==> src/rtl/uart_pkg.sv <==
// uart_pkg: shared types and helpers for the
// buffered UART transmitter.
package uart_pkg;

  typedef enum logic [1:0] {
    IDLE,
    START,
    DATA,
    STOP
  } tx_state_t;

  localparam int DATA_BITS  = 8;
  localparam int FRAME_BITS = 10;

  // Clocks per bit, rounded to nearest.
  function automatic int calc_div(
    input int clk_mhz,
    input int baud
  );
    return (clk_mhz * 1000000 + baud / 2) / baud;
  endfunction

endpackage

==> src/rtl/sync_fifo.sv <==
// sync_fifo: single-clock FIFO with an extra
// pointer bit to tell full from empty.
module sync_fifo #(
  parameter int WIDTH = 8,
  parameter int DEPTH = 16
) (
  input  logic                     clk,
  input  logic                     rst,
  input  logic                     push,
  input  logic [WIDTH-1:0]         wr_data,
  input  logic                     pop,
  output logic [WIDTH-1:0]         rd_data,
  output logic                     full,
  output logic                     empty,
  output logic [$clog2(DEPTH):0]   level
);

  localparam int AW = $clog2(DEPTH);

  logic [WIDTH-1:0] mem [DEPTH];
  logic [AW:0]      wr_ptr;
  logic [AW:0]      rd_ptr;
  logic             do_push;
  logic             do_pop;

  assign empty = (wr_ptr == rd_ptr);
  assign full  = (wr_ptr[AW] != rd_ptr[AW]) &&
                 (wr_ptr[AW-1:0] == rd_ptr[AW-1:0]);
  assign level = wr_ptr - rd_ptr;

  // A push into a full FIFO is dropped even
  // when a pop frees a slot in the same cycle.
  assign do_push = push && !full;
  assign do_pop  = pop && !empty;

  assign rd_data = mem[rd_ptr[AW-1:0]];

  always_ff @(posedge clk) begin
    if (rst) begin
      wr_ptr <= '0;
      rd_ptr <= '0;
    end else begin
      if (do_push) wr_ptr <= wr_ptr + 1'b1;
      if (do_pop)  rd_ptr <= rd_ptr + 1'b1;
    end
  end

  always_ff @(posedge clk) begin
    if (do_push) mem[wr_ptr[AW-1:0]] <= wr_data;
  end

endmodule

==> src/rtl/uart_tx_fifo.sv <==
// uart_tx_fifo: 8N1 transmitter fed by a byte
// FIFO; back-to-back frames with no idle gap.
module uart_tx_fifo
  import uart_pkg::*;
#(
  parameter int CLK_MHZ    = 12,
  parameter int BAUD       = 115200,
  parameter int FIFO_DEPTH = 16
) (
  input  logic                          clk,
  input  logic                          rst,
  input  logic [7:0]                    send_data,
  input  logic                          send_req,
  output logic                          ready,
  input  logic                          clear_overflow,
  output logic                          tx,
  output logic                          busy,
  output logic [$clog2(FIFO_DEPTH):0]   level,
  output logic                          overflow
);

  localparam int DIV = calc_div(CLK_MHZ, BAUD);
  localparam int CW  = (DIV < 2) ? 1 : $clog2(DIV);
  localparam logic [CW-1:0] CNT_TOP = CW'(DIV - 1);
  localparam logic [2:0] LAST_BIT = 3'(DATA_BITS - 1);

  if (DIV < 2) begin : g_div_chk
    $error("uart_tx_fifo: DIV must be >= 2");
  end

  if (FIFO_DEPTH < 2 ||
      (FIFO_DEPTH & (FIFO_DEPTH - 1)) != 0)
  begin : g_depth_chk
    $error("uart_tx_fifo: bad FIFO_DEPTH");
  end

  if (FRAME_BITS != DATA_BITS + 2) begin : g_frm_chk
    $error("uart_tx_fifo: frame is not 8N1");
  end

  tx_state_t      state;
  logic [CW-1:0]  cnt;
  logic [7:0]     shift;
  logic [2:0]     idx;

  logic           full;
  logic           empty;
  logic           pop;
  logic [7:0]     rd_data;

  assign ready = !full;
  assign busy  = (state != IDLE) || !empty;

  // Pop on leaving IDLE or at the end of a stop
  // bit, so the next frame starts without a gap.
  assign pop = !empty &&
               ((state == IDLE) ||
                (state == STOP && cnt == '0));

  sync_fifo #(
    .WIDTH (8),
    .DEPTH (FIFO_DEPTH)
  ) u_fifo (
    .clk     (clk),
    .rst     (rst),
    .push    (send_req),
    .wr_data (send_data),
    .pop     (pop),
    .rd_data (rd_data),
    .full    (full),
    .empty   (empty),
    .level   (level)
  );

  always_ff @(posedge clk) begin
    if (rst) begin
      overflow <= 1'b0;
    end else if (send_req && !ready) begin
      overflow <= 1'b1;
    end else if (clear_overflow) begin
      overflow <= 1'b0;
    end
  end

  always_ff @(posedge clk) begin
    if (rst) begin
      state <= IDLE;
      tx    <= 1'b1;
      cnt   <= '0;
      shift <= '0;
      idx   <= '0;
    end else begin
      unique case (state)
        IDLE: begin
          tx <= 1'b1;
          if (!empty) begin
            shift <= rd_data;
            tx    <= 1'b0;
            cnt   <= CNT_TOP;
            state <= START;
          end
        end
        START: begin
          if (cnt == '0) begin
            tx    <= shift[0];
            idx   <= '0;
            cnt   <= CNT_TOP;
            state <= DATA;
          end else begin
            cnt <= cnt - 1'b1;
          end
        end
        DATA: begin
          if (cnt == '0) begin
            cnt <= CNT_TOP;
            if (idx == LAST_BIT) begin
              tx    <= 1'b1;
              state <= STOP;
            end else begin
              shift <= shift >> 1;
              tx    <= shift[1];
              idx   <= idx + 1'b1;
            end
          end else begin
            cnt <= cnt - 1'b1;
          end
        end
        STOP: begin
          if (cnt == '0) begin
            if (!empty) begin
              shift <= rd_data;
              tx    <= 1'b0;
              cnt   <= CNT_TOP;
              state <= START;
            end else begin
              state <= IDLE;
            end
          end else begin
            cnt <= cnt - 1'b1;
          end
        end
        default: begin
          state <= IDLE;
          tx    <= 1'b1;
        end
      endcase
    end
  end

endmodule

==> config.mk <==
export PLATFORM = sky130hd
export DESIGN_NAME = uart_tx_fifo
export DESIGN_NICKNAME = d
export VERILOG_FILES = /design/src/rtl/uart_pkg.sv /design/src/rtl/sync_fifo.sv /design/src/rtl/uart_tx_fifo.sv
export SDC_FILE = /design/constraint.sdc
export NUM_CORES = 1
export LEC_CHECK = 0
export ABC_AREA = 1
export CAP_MARGIN = 20
export CORE_UTILIZATION = 55
export DETAILED_ROUTE_END_ITERATION = 6
export GPL_TIMING_DRIVEN = 0
export PLACE_DENSITY = 0.72
export SLEW_MARGIN = 10
export SYNTH_ARGS = -nofsm -noshare
export SYNTH_HDL_FRONTEND = slang
export SYNTH_SLANG_ARGS = --single-unit
==> constraint.sdc <==
create_clock -name clk -period 4.8 [get_ports clk]
set_clock_uncertainty 0.15 [all_clocks]
set_input_delay 0.48 -clock clk [delete_from_list [all_inputs] [get_ports clk]]
set_output_delay 0.48 -clock clk [all_outputs]
set_load 0.01 [all_outputs]
==> run_results.csv <==
group,metric,value,unit
floorplanning,core_area,13190,µm²
placement,gp_congestion,0.8921,
critical_path,worst_setup_path_end_kind,"output pin",
clock_tree,cts_setup_buffers,0,
clock_tree,cts_max_path_buffers,2,
clock_tree,cts-resized-gates,0,
timing,tns,0,ps
routing,drt-total-wl,17640,µm
synthesis,yosysSeqAreaShare,61.55,%
global_routing,grt_usage,26.59,%
synthesis,synth-warning-count,0,
clock_tree,cts_made_buffers,17,
clock_tree,cts_root_buf,"clkbuf_16",
clock_tree,postCtsHoldBufs,0,
routing,vias,5477,
run_status,status,"complete, no violations",
synthesis,synth.ff_latch_count,164,
synthesis,synth_top_area_cell,"edfxtp_1",
timing,grt_setup_unrepaired,"no",
routing,drcViolationCount,0,
synthesis,syn_nets,799,
flow_run,cap_viol_max_count,0,
floorplanning,die_y,118.1,µm
routing,dr.first_iter.drc_count,510,
placement,port_buffers,19,
clock_tree,path_clk_slew,60,ps
layout,nFillCells,1080,
clock_tree,cts.sinks,164,
layout,finalNetCount,837,
critical_path,worstPathMaxFanout,4,
global_routing,grt_antenna_before_repair,0,
critical_path,crit_type,"reg -> out",
global_routing,grt_overflow_total,0,
floorplanning,start_util,56.22,%
clock_tree,clk-insertion-delay-late,430,ps
pwr,ir_worst_vdd,0.4277,mV
synthesis,syn_inst,769,
synthesis,avgSynthCellArea,9.644,µm²
clock_tree,cts_tree,"done",
global_routing,grt_start_max_net_pins,17,
placement,dp_slack,2003,ps
timing,period_needed,3203,ps
min_path,whs_path_depth,2,
min_path,hp-class,"reg -> reg",
routing,via_per_inst,5.510,
timing,finalHoldViolations,0,
pwr,power_leakage,3.407,nW
clock_tree,htree_num_levels,4,
routing,ant_nets,0,
synthesis,syn_area,7416,µm²
placement,hpwl,12040,µm
pwr,powerDensity,559.5,nW/µm²
critical_path,worstPathRequired,4170,ps
global_routing,grt_pass1_wl,27540,µm
layout,area_growth,13.13,%
timing,tightest_slew,1131,ps
floorplanning,pin_count,21,
floorplanning,row_count,42,
global_routing,grt_pass1_vias,5234,
pwr,finalPower,4.693,mW
critical_path,critPathLaunchType,"flop",
layout,drive_above_1_share,7.579,%
timing,slew_viol_final,0,
floorplanning,dieArea,13950,µm²
timing,fmax,312.2,MHz
timing,slew_headroom,24.30,%
floorplanning,die_w,118.1,µm
timing,setup_ws,1597,ps
synthesis,yosys.area.top_type_share,51.83,%
routing,wl_per_cell,17.75,µm
synthesis,synth_area_leaders,"edfxtp_1 (52%), nand2_1 (11%), dfxtp_1 (9.7%)",
critical_path,crit_arrival,2570,ps
timing,fin_crit_sh,66.74,%
critical_path,r2r_cells,9,
synthesis,synth_cell_types,32,
routing,dr.pass1.iters,5,
timing,setup_viol,0,
layout,antenna_cells,0,
## layer usage
metal	wire [µm]	track usage, %	vias to the layer above
li1	-	-	2620
met1	7443	35.33	2593
met2	8289	41.03	220
met3	1255	5.620	44
met4	654	14.26	0
met5	0	0	-
## area by class of cell
class                           count  area, µm²  area share, %
Timing Repair Buffer               19      190.2          2.267
Multi-Input combinational cell    486       2371          28.26
Buffer                             27      135.1          1.611
Clock inverter                     12      133.9          1.596
Inverter                           92      345.3          4.116
Clock buffer                       18      429.2          5.116
Sequential cell                   164       4564          54.41
Tap cell                          176      220.2          2.625
## placed cells by master (no fill, tap or decap), drive strengths merged
| master | netlist | layout |
|---|---|---|
| dfxtp | 36 | 36 |
| nand3 | 100 | 100 |
| clkinvlp | 0 | 1 |
| nor3 | 1 | 1 |
| o211ai | 6 | 6 |
| edfxtp | 128 | 128 |
| clkbuf | 10 | 28 |
| clkdlybuf4s50 | 0 | 19 |
| nand2 | 226 | 226 |
| xnor2 | 5 | 5 |
| buf | 17 | 17 |
| nor2 | 59 | 59 |
| clkinv | 1 | 8 |
| ha | 17 | 17 |
| a21oi | 30 | 30 |
| bufinv | 0 | 2 |
| a211oi | 5 | 5 |
| xor2 | 4 | 4 |
| nand4 | 2 | 2 |
| fa | 1 | 1 |
| o21ai | 27 | 27 |
| o31ai | 3 | 3 |
| inv | 91 | 93 |
## cell usage after synthesis
cell type    n
a21oi_1     30
nand3_4      1
nor2_4       1
buf_1        2
o21ai_1      3
inv_1       86
clkinv_1     1
nand4_4      1
a211oi_1     5
nand4_1      1
xnor2_1      5
nor2_2       4
buf_2       12
inv_2        5
edfxtp_1   128
buf_4        1
dfxtp_1     36
nand2_1    220
o211ai_1     6
xor2_1       4
clkbuf_1    10
o31ai_1      3
nand2_2      4
nand3_1     99
o21ai_4      1
nor3_1       1
o21ai_0     23
nand2_4      2
buf_6        2
fa_1         1
nor2_1      54
ha_1        17
## kinds of logic after synthesis
group	share of synthesized area, %
compound gates	5.416
flops	61.55
fa+ha+maj	3.138
simple gates	22.36
xor+xnor	1.063
buf+inv	6.479
## state kept, by name, indices dropped and copies added, names as in the netlist, named ones only
name,count
state,2
shift,8
cnt,7
idx,3
u_fifo.wr_ptr,5
overflow,1
u_fifo.rd_ptr,5
u_fifo.mem,128
tx,1
## where the power goes
part           switching, mW  internal, mW
clock                  0.553         0.762
sequential            0.0765          1.63
combinational           1.11         0.568
total                   1.74          2.96
## critical path: stages, from the launching register on
cell and delay, ps:
dfxtp_1 400, inv_1 130, ha_1 230, fa_1 410
o21ai_0 240, xor2_1 170, clkdlybuf4s50_1 560
## worst paths after layout
path | start | to | slack, ps
setup / recovery | u_fifo.wr_ptr[0] | level[4] | 1600
hold / removal | tx | tx | 310
setup reg to reg | u_fifo.rd_ptr[2] | u_fifo.mem[5][2] | 1910
hold reg to reg | tx | tx | 310
## per-stage QoR
stage / hold slack, ps / area (µm²) / util, % / cells
final: 308.4 / 8389 / 63.60 / 994
after CTS: 311.6 / 8389 / 63.60 / 994
after floorplan: 294.8 / 7416 / - / 769
after global routing: 339.6 / 8389 / 63.60 / 994
after detailed placement: 295.9 / 7826 / 59.33 / 964
after global placement: 292.8 / 7826 / 59.33 / 964
Note: power is estimated with default switching activity, not from simulation.
